**src/rtl/led_pattern_gen.sv**
```systemverilog
// Status-LED pattern generator: a prescaled step tick drives binary count, PWM breathe,
// one-hot chase or off patterns; a per-channel enable mask gates the registered LED drive.
module led_pattern_gen #(
    parameter int CHANNELS = 3,
    parameter int PRESCALE = 6250000,
    parameter int PWM_BITS = 8
) (
    input  logic                SYSCLK,
    input  logic                RESET_N,
    input  logic [1:0]          MODE,
    input  logic [CHANNELS-1:0] EN_MASK,
    output logic [CHANNELS-1:0] LED,
    output logic                STEP
);

    // state        | meaning
    // MODE_BIN     | LEDs show a binary up-counter advanced per tick
    // MODE_BREATHE | all LEDs PWM'd with a triangle brightness ramp
    // MODE_CHASE   | single lit LED rotating left per tick
    // MODE_OFF     | LEDs dark, tick and STEP still running
    typedef enum logic [1:0] {
        MODE_BIN     = 2'd0,
        MODE_BREATHE = 2'd1,
        MODE_CHASE   = 2'd2,
        MODE_OFF     = 2'd3
    } mode_t;

    typedef enum logic {
        DIR_UP   = 1'b0,
        DIR_DOWN = 1'b1
    } dir_t;

    localparam int                  PW         = (PRESCALE > 1) ? $clog2(PRESCALE) : 1;
    localparam logic [PW-1:0]       PRESC_LAST = PW'(PRESCALE - 1);
    localparam logic [PWM_BITS-1:0] LVL_MAX    = '1;

    logic [PW-1:0]       presc,   presc_d;
    logic [PWM_BITS-1:0] pwm_cnt, pwm_cnt_d;
    logic [CHANNELS-1:0] cnt,     cnt_d;
    logic [PWM_BITS-1:0] level,   level_d;
    dir_t                dir,     dir_d;
    logic [CHANNELS-1:0] ring,    ring_d;
    mode_t               mode_q,  mode_d;
    logic [CHANNELS-1:0] raw;
    logic                restart;
    logic                tick;

    always_ff @(posedge SYSCLK or negedge RESET_N) begin
        if (!RESET_N) begin
            presc   <= '0;
            pwm_cnt <= '0;
            cnt     <= '0;
            level   <= '0;
            dir     <= DIR_UP;
            ring    <= CHANNELS'(1);
            mode_q  <= MODE_BIN;
            LED     <= '0;
            STEP    <= 1'b0;
        end else begin
            presc   <= presc_d;
            pwm_cnt <= pwm_cnt_d;
            cnt     <= cnt_d;
            level   <= level_d;
            dir     <= dir_d;
            ring    <= ring_d;
            mode_q  <= mode_d;
            LED     <= raw & EN_MASK;
            STEP    <= tick;
        end
    end

    always_comb begin
        presc_d   = presc;
        pwm_cnt_d = pwm_cnt + PWM_BITS'(1);
        cnt_d     = cnt;
        level_d   = level;
        dir_d     = dir;
        ring_d    = ring;
        mode_d    = mode_q;
        raw       = '0;

        // A mode switch spends its edge re-initialising, so it never takes a tick.
        restart = (MODE != mode_q);
        tick    = !restart && (presc == PRESC_LAST);

        if (restart) begin
            presc_d = '0;
            cnt_d   = '0;
            level_d = '0;
            dir_d   = DIR_UP;
            ring_d  = CHANNELS'(1);
            mode_d  = mode_t'(MODE);
        end else begin
            presc_d = tick ? '0 : presc + PW'(1);
            if (tick) begin
                case (mode_q)
                    MODE_BIN: cnt_d = cnt + CHANNELS'(1);
                    MODE_BREATHE: begin
                        if (dir == DIR_UP) begin
                            if (level == LVL_MAX) begin
                                dir_d   = DIR_DOWN;
                                level_d = LVL_MAX - PWM_BITS'(1);
                            end else begin
                                level_d = level + PWM_BITS'(1);
                            end
                        end else begin
                            if (level == '0) begin
                                dir_d   = DIR_UP;
                                level_d = PWM_BITS'(1);
                            end else begin
                                level_d = level - PWM_BITS'(1);
                            end
                        end
                    end
                    MODE_CHASE: ring_d = {ring[CHANNELS-2:0], ring[CHANNELS-1]};
                    default: ;
                endcase
            end
        end

        case (mode_q)
            MODE_BIN:     raw = cnt;
            MODE_BREATHE: raw = {CHANNELS{pwm_cnt < level}};
            MODE_CHASE:   raw = ring;
            default:      raw = '0;
        endcase
    end

endmodule

```
**config.mk**
```make
export PLATFORM = sky130hd
export DESIGN_NAME = led_pattern_gen
export DESIGN_NICKNAME = d
export VERILOG_FILES = /design/src/rtl/led_pattern_gen.sv
export SDC_FILE = /design/constraint.sdc
export NUM_CORES = 1
export LEC_CHECK = 0
export BUFFER_PORTS_ARGS = -buffer_cell sky130_fd_sc_hd__buf_4
export CORE_ASPECT_RATIO = 0.8
export CORE_UTILIZATION = 40
export DETAILED_ROUTE_END_ITERATION = 8
export PLACE_DENSITY_LB_ADDON = 0.2
export SETUP_SLACK_MARGIN = 0.3
export SLEW_MARGIN = 20
export SYNTH_ARGS = -nofsm -noshare
export SYNTH_HDL_FRONTEND = slang
export SYNTH_SLANG_ARGS = --single-unit
```
**constraint.sdc**
```tcl
create_clock -name SYSCLK -period 1.7 [get_ports SYSCLK]
set_input_delay 0.085 -clock SYSCLK [delete_from_list [all_inputs] [get_ports SYSCLK]]
set_output_delay 0.085 -clock SYSCLK [all_outputs]
set_load 0.02 [all_outputs]
```
== After elaboration in Yosys (flattened, before gate mapping) ==
Cells that the tools add are included.
W data, S select, Z words.

* Register bits: 52
* Input bits: 7
* Output and inout port bits: 4

* Add/subtract/negate cells: 5
* Order comparisons: 1
* Eq/ne operators: 5
* Multiplexer cells: 21
* Bitwise operators: 1
* Reduce and logical (&&, ||, !) cells: 11

{| class="wikitable"
|+ Operator list
! kind !! count
|-
| $mux W8 || 6
|-
| $mux W23 || 2
|-
| $add A23 B1 Y23 const B || 1
|-
| $eq A23 B23 Y1 const B || 1
|-
| $mux W3 || 6
|-
| $add A8 B1 Y8 const B || 2
|-
| $pmux W3 S3 || 1
|-
| $eq A8 B8 Y1 const B || 1
|-
| $logic_not A8 Y1 || 1
|-
| $lt A8 B8 Y1 || 1
|-
| $reduce_bool A2 Y1 || 4
|-
| $sub A8 B1 Y8 const B || 1
|-
| $mux W1 || 6
|-
| $reduce_and A2 Y1 || 3
|-
| $add A3 B1 Y3 const B || 1
|-
| $and A3 B3 Y3 || 1
|-
| $eq A2 B1 Y1 const B || 1
|-
| $eq A2 B2 Y1 const B || 1
|-
| $logic_not A2 Y1 || 1
|-
| $ne A2 B2 Y1 || 1
|-
| $logic_and A1 B1 Y1 || 1
|-
| $logic_not A1 Y1 || 1
|}

== Logic depth before layout (Yosys ltp) ==
* Word-level depth: 6
* Gate-level depth with buffers: 7
* Gate-level depth less buffers: 7

== Worst setup path after synthesis ==
OpenSTA, ideal clock, no wires.

* Kind: register to register
* Start: register level[0]
* End: register level[4]
* Setup time: 0.065 ns
* Arrival time: 1.696 ns
* Data required time: 1.635 ns
* Path slack: -0.061 ns
* Cell stages (with the launch flop): 8
* Path buffers: 0
* Period minus slack after synthesis: 1.761 ns
* Cells stage by stage: dfrtp_1 -> inv_1 -> ha_1 -> or3b_1 -> nor3_1 -> a21oi_1 -> a221oi_1 -> o22a_1

* Longest elaborated chain between the ends: 6
* Elaborated cells on any way between the ends: 10

{| class="wikitable"
|+ Ends and longest elaborated chain
! element !! RTL line !! RTL
|-
| start, declared || 40 || <nowiki>logic [PWM_BITS-1:0] level, level_d;</nowiki>
|-
| start signal, assigned || 63 || <nowiki>level <= level_d;</nowiki>
|-
| $add A8 B1 Y8 (tied with other cells) || 104 || <nowiki>level_d = level + PWM_BITS'(1);</nowiki>
|-
| $mux W8, on equally long branches || 100, 107 ||
|-
| $mux W8 * || 99 || <nowiki>if (dir == DIR_UP) begin</nowiki>
|-
| $mux W8 * || 96 || <nowiki>case (mode_q)</nowiki>
|-
| $mux W8 * || 95 || <nowiki>if (tick) begin</nowiki>
|-
| $mux W8 * || 86 || <nowiki>if (restart) begin</nowiki>
|}

Mark *: on every way between the ends. The rest lies on a longest branch, timed or not. The select of a mux whose other input is x is not followed.
A chain may end at the register's enable or synchronous reset.

== Final worst setup path ==
* Start: register level[1]
* End: register level[4]

The elaborated chain is that of the path after synthesis.

==> impl.org <==
** Outcome
- The flow ran to the end, but the final reports show violations.
- Violations in the final reports :: negative setup slack

** Power
- Power per cell area :: 572 mW/mm²
- Combinational cells account for 9.0% of the total power.
- Summed over all nets, the switching power comes to 0.000596 W.
- Worst supply voltage drop on vdd :: 0.000367 V
- Internal :: 0.00177 W
- The analysis attributes to cell leakage a power of 1.70 nW.
- Total power draw :: 0.00236 W
- Fraction of power consumed by the clock network :: 38.0%
- Net switching is 25.2% of the power.
- Sequential fraction of design power :: 53.0%

** Critical path
- Reg-to-reg critical path endpoint :: level[4]
- Critical path, cell by cell :: inv_2 > ha_4 > or3b_1 > nor3_1 > a21oi_1 > a221oi_2 > o22a_1
- Data arrives at the worst endpoint at 1980 ps.
- Critical path data required time :: 1950 ps
- STA classifies the critical path startpoint as a flip-flop.
- Of all nets on the critical path, the largest fanout is 3.
- The slowest stage of the critical path is the dfrtp_2 cell.
- Counting both buffers and inverters, the worst setup path holds a total of 1.
- Max stage delay on crit path :: 460 ps
- Across all register-to-register paths, the minimum setup slack is -30 ps.
- Grouping stages by cell kind, the critical path spends the most delay in simple AND/OR/NAND/NOR gates.
- Start-to-end type of the worst setup path :: flip-flop to flip-flop
- The worst register-to-register path begins at level[1].
- STA classifies the critical path endpoint as a flip-flop.
- Measured in cells, the most critical reg-to-reg path has a length of 7.

** Routing
- Total Wirelength :: 7.02 mm
- In the routed design, unresolved DRC markers number 0.
- Remaining antenna violation count :: 0
- Via-to-Cell Ratio :: 5.39
- Detailed Routing Iterations Pass 1 :: 4
- Via count :: 2415
- Mean routed wirelength per cell :: 15.7 µm
- The detailed router finished its first iteration with 113 violations.

** STA
- Share of the clock period used by the worst path after layout :: 102%
- Clock tree skew after final layout :: 11.3 ps
- Worst Hold Margin :: 318 ps
- For the pin with the worst max-slew slack, the measured transition is 667 ps.
- Final Hold Vio Count :: 0
- Minimum clock period after layout :: 1730 ps
- Worst max-slew margin expressed relative to the limit :: 55.6%
- RSZ-0062 raised after global routing :: true
- The final number of max-transition violations is 0.
- Setup violations remaining at the end of the flow were counted as 3.
- Derived from the worst setup path, the maximum achievable clock frequency is 0.578 GHz.
- Minimum setup slack in the final design :: -31.1 ps

** Die
- From bottom edge to top edge, the die measures 79.8 µm.
- Core Area :: 0.00709 mm²
- Total Die Area :: 0.00791 mm²
- Number of cell rows :: 27
- Die X-Extent :: 99.2 µm
- Initial cell density of the core :: 42.6%
- Total I/O pin count :: 11

** Global route
- Via count of the first global-routing pass :: 2319
- Across every metal layer, demand over resource in global routing totals 18.8%.
- Number of antenna violations at the first check in global routing :: 0
- GR Overflow Total :: 0
- First-pass GRT wire length :: 11.6 mm
- Pin count of the biggest net entering global routing :: 53

** Clocking
- CTS saw 52 sinks.
- CTS Root Cell :: clkbuf_8
- Clock-pin slew was measured on the worst setup and hold paths at 110 ps.
- CTS built an H-tree with a depth of 2.
- CTS tree :: built
- The clock reaches the later pin of the worst-skew pair after 320 ps.
- In this run the deepest clock path goes through 2 buffers.
- The number of clock buffers added by TritonCTS is 5.

** Synthesis
- Distinct cell type count of the synthesized netlist :: 61
- Syn Std Cell Area :: 0.00302 mm²
- Number of synthesized flops with an enable pin :: 0
- Top cell types by occurrence after synthesis :: dfrtp_1, nor2_1, xnor2_1, nand2_1, nand3_1
- Main synth FF type :: dfrtp_1
- Avg Synthesized Cell Area :: 10.1 µm²
- Among all cell types in the netlist, the one instantiated most often is dfrtp_1.
- In the synthesized netlist the async set-or-reset flop fraction comes to 100%.
- Library cell occupying the most area in the post-synthesis netlist :: dfrtp_1
- Sequential cells were found to cover 43.1% of the synthesized design area.
- Share of Yosys cell area claimed by the top area cell type :: 42.2%
- Number of instances in the synthesized netlist :: 300
- Post-Syn Nets :: 319
- Most area-consuming cells after synthesis :: dfrtp_1, xnor2_1, ha_1
- Yosys printed 0 warnings.
- Number of register bits inferred by synthesis :: 52

** Final layout
- The post-route netlist has 45.4% of its cells at a drive strength greater than 1.
- Nets@finish :: 379
- Final antenna diode count :: 0
- From synthesis to final layout, the design area changed by 36.6%.
- With fillers left out, the area of the finished cells amounts to 0.00413 mm².

** Placement
- The wire-length estimate of the detail-placed layout is 4.55 mm.
- Number of buffers added on ports :: 10
- Timing analysis after detailed placement gives a worst setup slack of -28.2 ps.
- Routability-driven placement finished with a final weighted congestion of 0.812.
- The placed instances occupy a cell area of 0.00348 mm².

** Worst hold path
- The min-delay analysis places its worst path in the category input port to flip-flop.
- Along the worst hold path, the cell count comes to 6.
- HP Start :: MODE[1]
- For hold timing, the worst endpoint is level[3].

** Run
- Across the run, the number of max-cap violations was 0.
-- worst register-to-register path, delay by kind of cell, from the launching register on --
| family | cells | cell delay [ps] |
|---|---|---|
| buf+inv | 1 | 90 |
| compound gates | 3 | 490 |
| fa+ha+maj | 1 | 130 |
| flops | 1 | 460 |
| simple gates | 2 | 510 |
-- cells in the final DEF (no fill, tap or decap), types with 4 or more instances in the layout --
| cell | synthesis | final |
|---|---|---|
| buf_4 | 3 | 52 |
| dfrtp_1 | 51 | 45 |
| nor2_1 | 39 | 20 |
| xnor2_1 | 21 | 17 |
| nand2_1 | 19 | 17 |
| nor2_4 | 0 | 13 |
| nand3_1 | 14 | 11 |
| xor2_1 | 9 | 9 |
| and3_4 | 2 | 9 |
| a21oi_1 | 12 | 9 |
| mux2i_1 | 8 | 8 |
| inv_1 | 12 | 7 |
| ha_1 | 12 | 7 |
| and3_1 | 12 | 6 |
| nor3_2 | 1 | 6 |
| nor2_2 | 0 | 6 |
| dlygate4sd3_1 | 0 | 6 |
| dfrtp_2 | 0 | 6 |
| inv_2 | 0 | 5 |
| o21a_1 | 5 | 5 |
| ha_4 | 0 | 5 |
| clkbuf_8 | 0 | 5 |
| o21ai_0 | 4 | 4 |
| a21oi_2 | 1 | 4 |
| xnor2_2 | 0 | 4 |
| nand4_1 | 4 | 4 |
-- per-layer routing --
layer	track usage [%]	share of wire [%]	vias to the layer above
li1	-	-	1184
met1	27.8	52	1184
met2	28.6	45	42
met3	2.89	3.0	5
met4	4.85	0.81	0
met5	0	0	-
-- worst max path at each step --
stage / start / to / slack (ps) / depth (start not counted)
after global placement: level[7] / level[1] / -8 / 6
final: level[1] / level[4] / -30 / 7
after detailed placement: level[7] / LED[1] / -30 / 6
after global routing: level[1] / level[4] / -130 / 7
after CTS: level[0] / level[3] / -30 / 5
after floorplan: presc[21] / level[7] / 50 / 5
-- what timing repair did --
item	4_1_cts	5_1_grt
endpoints found under the setup margin	42	42
resized for setup	35	47
setup buffers	5	6
endpoints found under the hold margin	56	0
gates cloned	3	0
pin swaps	11	18
hold buffers	6	0
-- registers in the layout (all words and copies together), names as in the netlist --
register	count
level	8
dir	1
cnt	3
pwm_cnt	8
presc	23
ring	3
STEP	1
mode_q	2
LED	3
-- logic make-up (layout without fill, tap and decap cells) --
family | Yosys count | in the layout | share of synthesized area [%]
adder cells (fa/ha/maj) | 12 | 12 | 4.97
buffers and inverters | 23 | 81 | 4.06
XOR/XNOR | 30 | 30 | 8.69
AO/OA/AOI/OAI | 41 | 41 | 9.52
AND/OR/NAND/NOR | 133 | 136 | 26.7
multiplexers | 9 | 9 | 3.02
flip-flops | 52 | 52 | 43.1
-- power groups by stage --
stage | clock [W] | combinational, W | sequential (W)
2_1_floorplan | 0 | 0.0000883 | 0.00128
3_3_place_gp | 0 | 0.000149 | 0.00128
3_5_place_dp | 0 | 0.000151 | 0.00128
4_1_cts | 0.000921 | 0.000198 | 0.00125
5_1_grt | 0.000961 | 0.000231 | 0.00125
6_report | 0.000897 | 0.000213 | 0.00125
-- cell type report --
type                       count  area [µm²]
inverter                      12        45.0
timing repair buffer          61         484
clock inverter                 3        46.3
multi-input combinational    228        2070
fill                         565        2970
sequential                    52        1310
clock buffer                   5        68.8
tap                           87         109
-- stage by stage --
step / setup TNS (ps) / util [%] / cells
5_1_grt: -881 / 58.2 / 448
2_1_floorplan: 0 / - / 300
4_1_cts: -77.8 / 54.7 / 442
3_5_place_dp: -103 / 49.0 / 420
6_report: -58.9 / 58.2 / 448
3_3_place_gp: -10.7 / 49.0 / 420
Power figures use the tool's default switching activity.
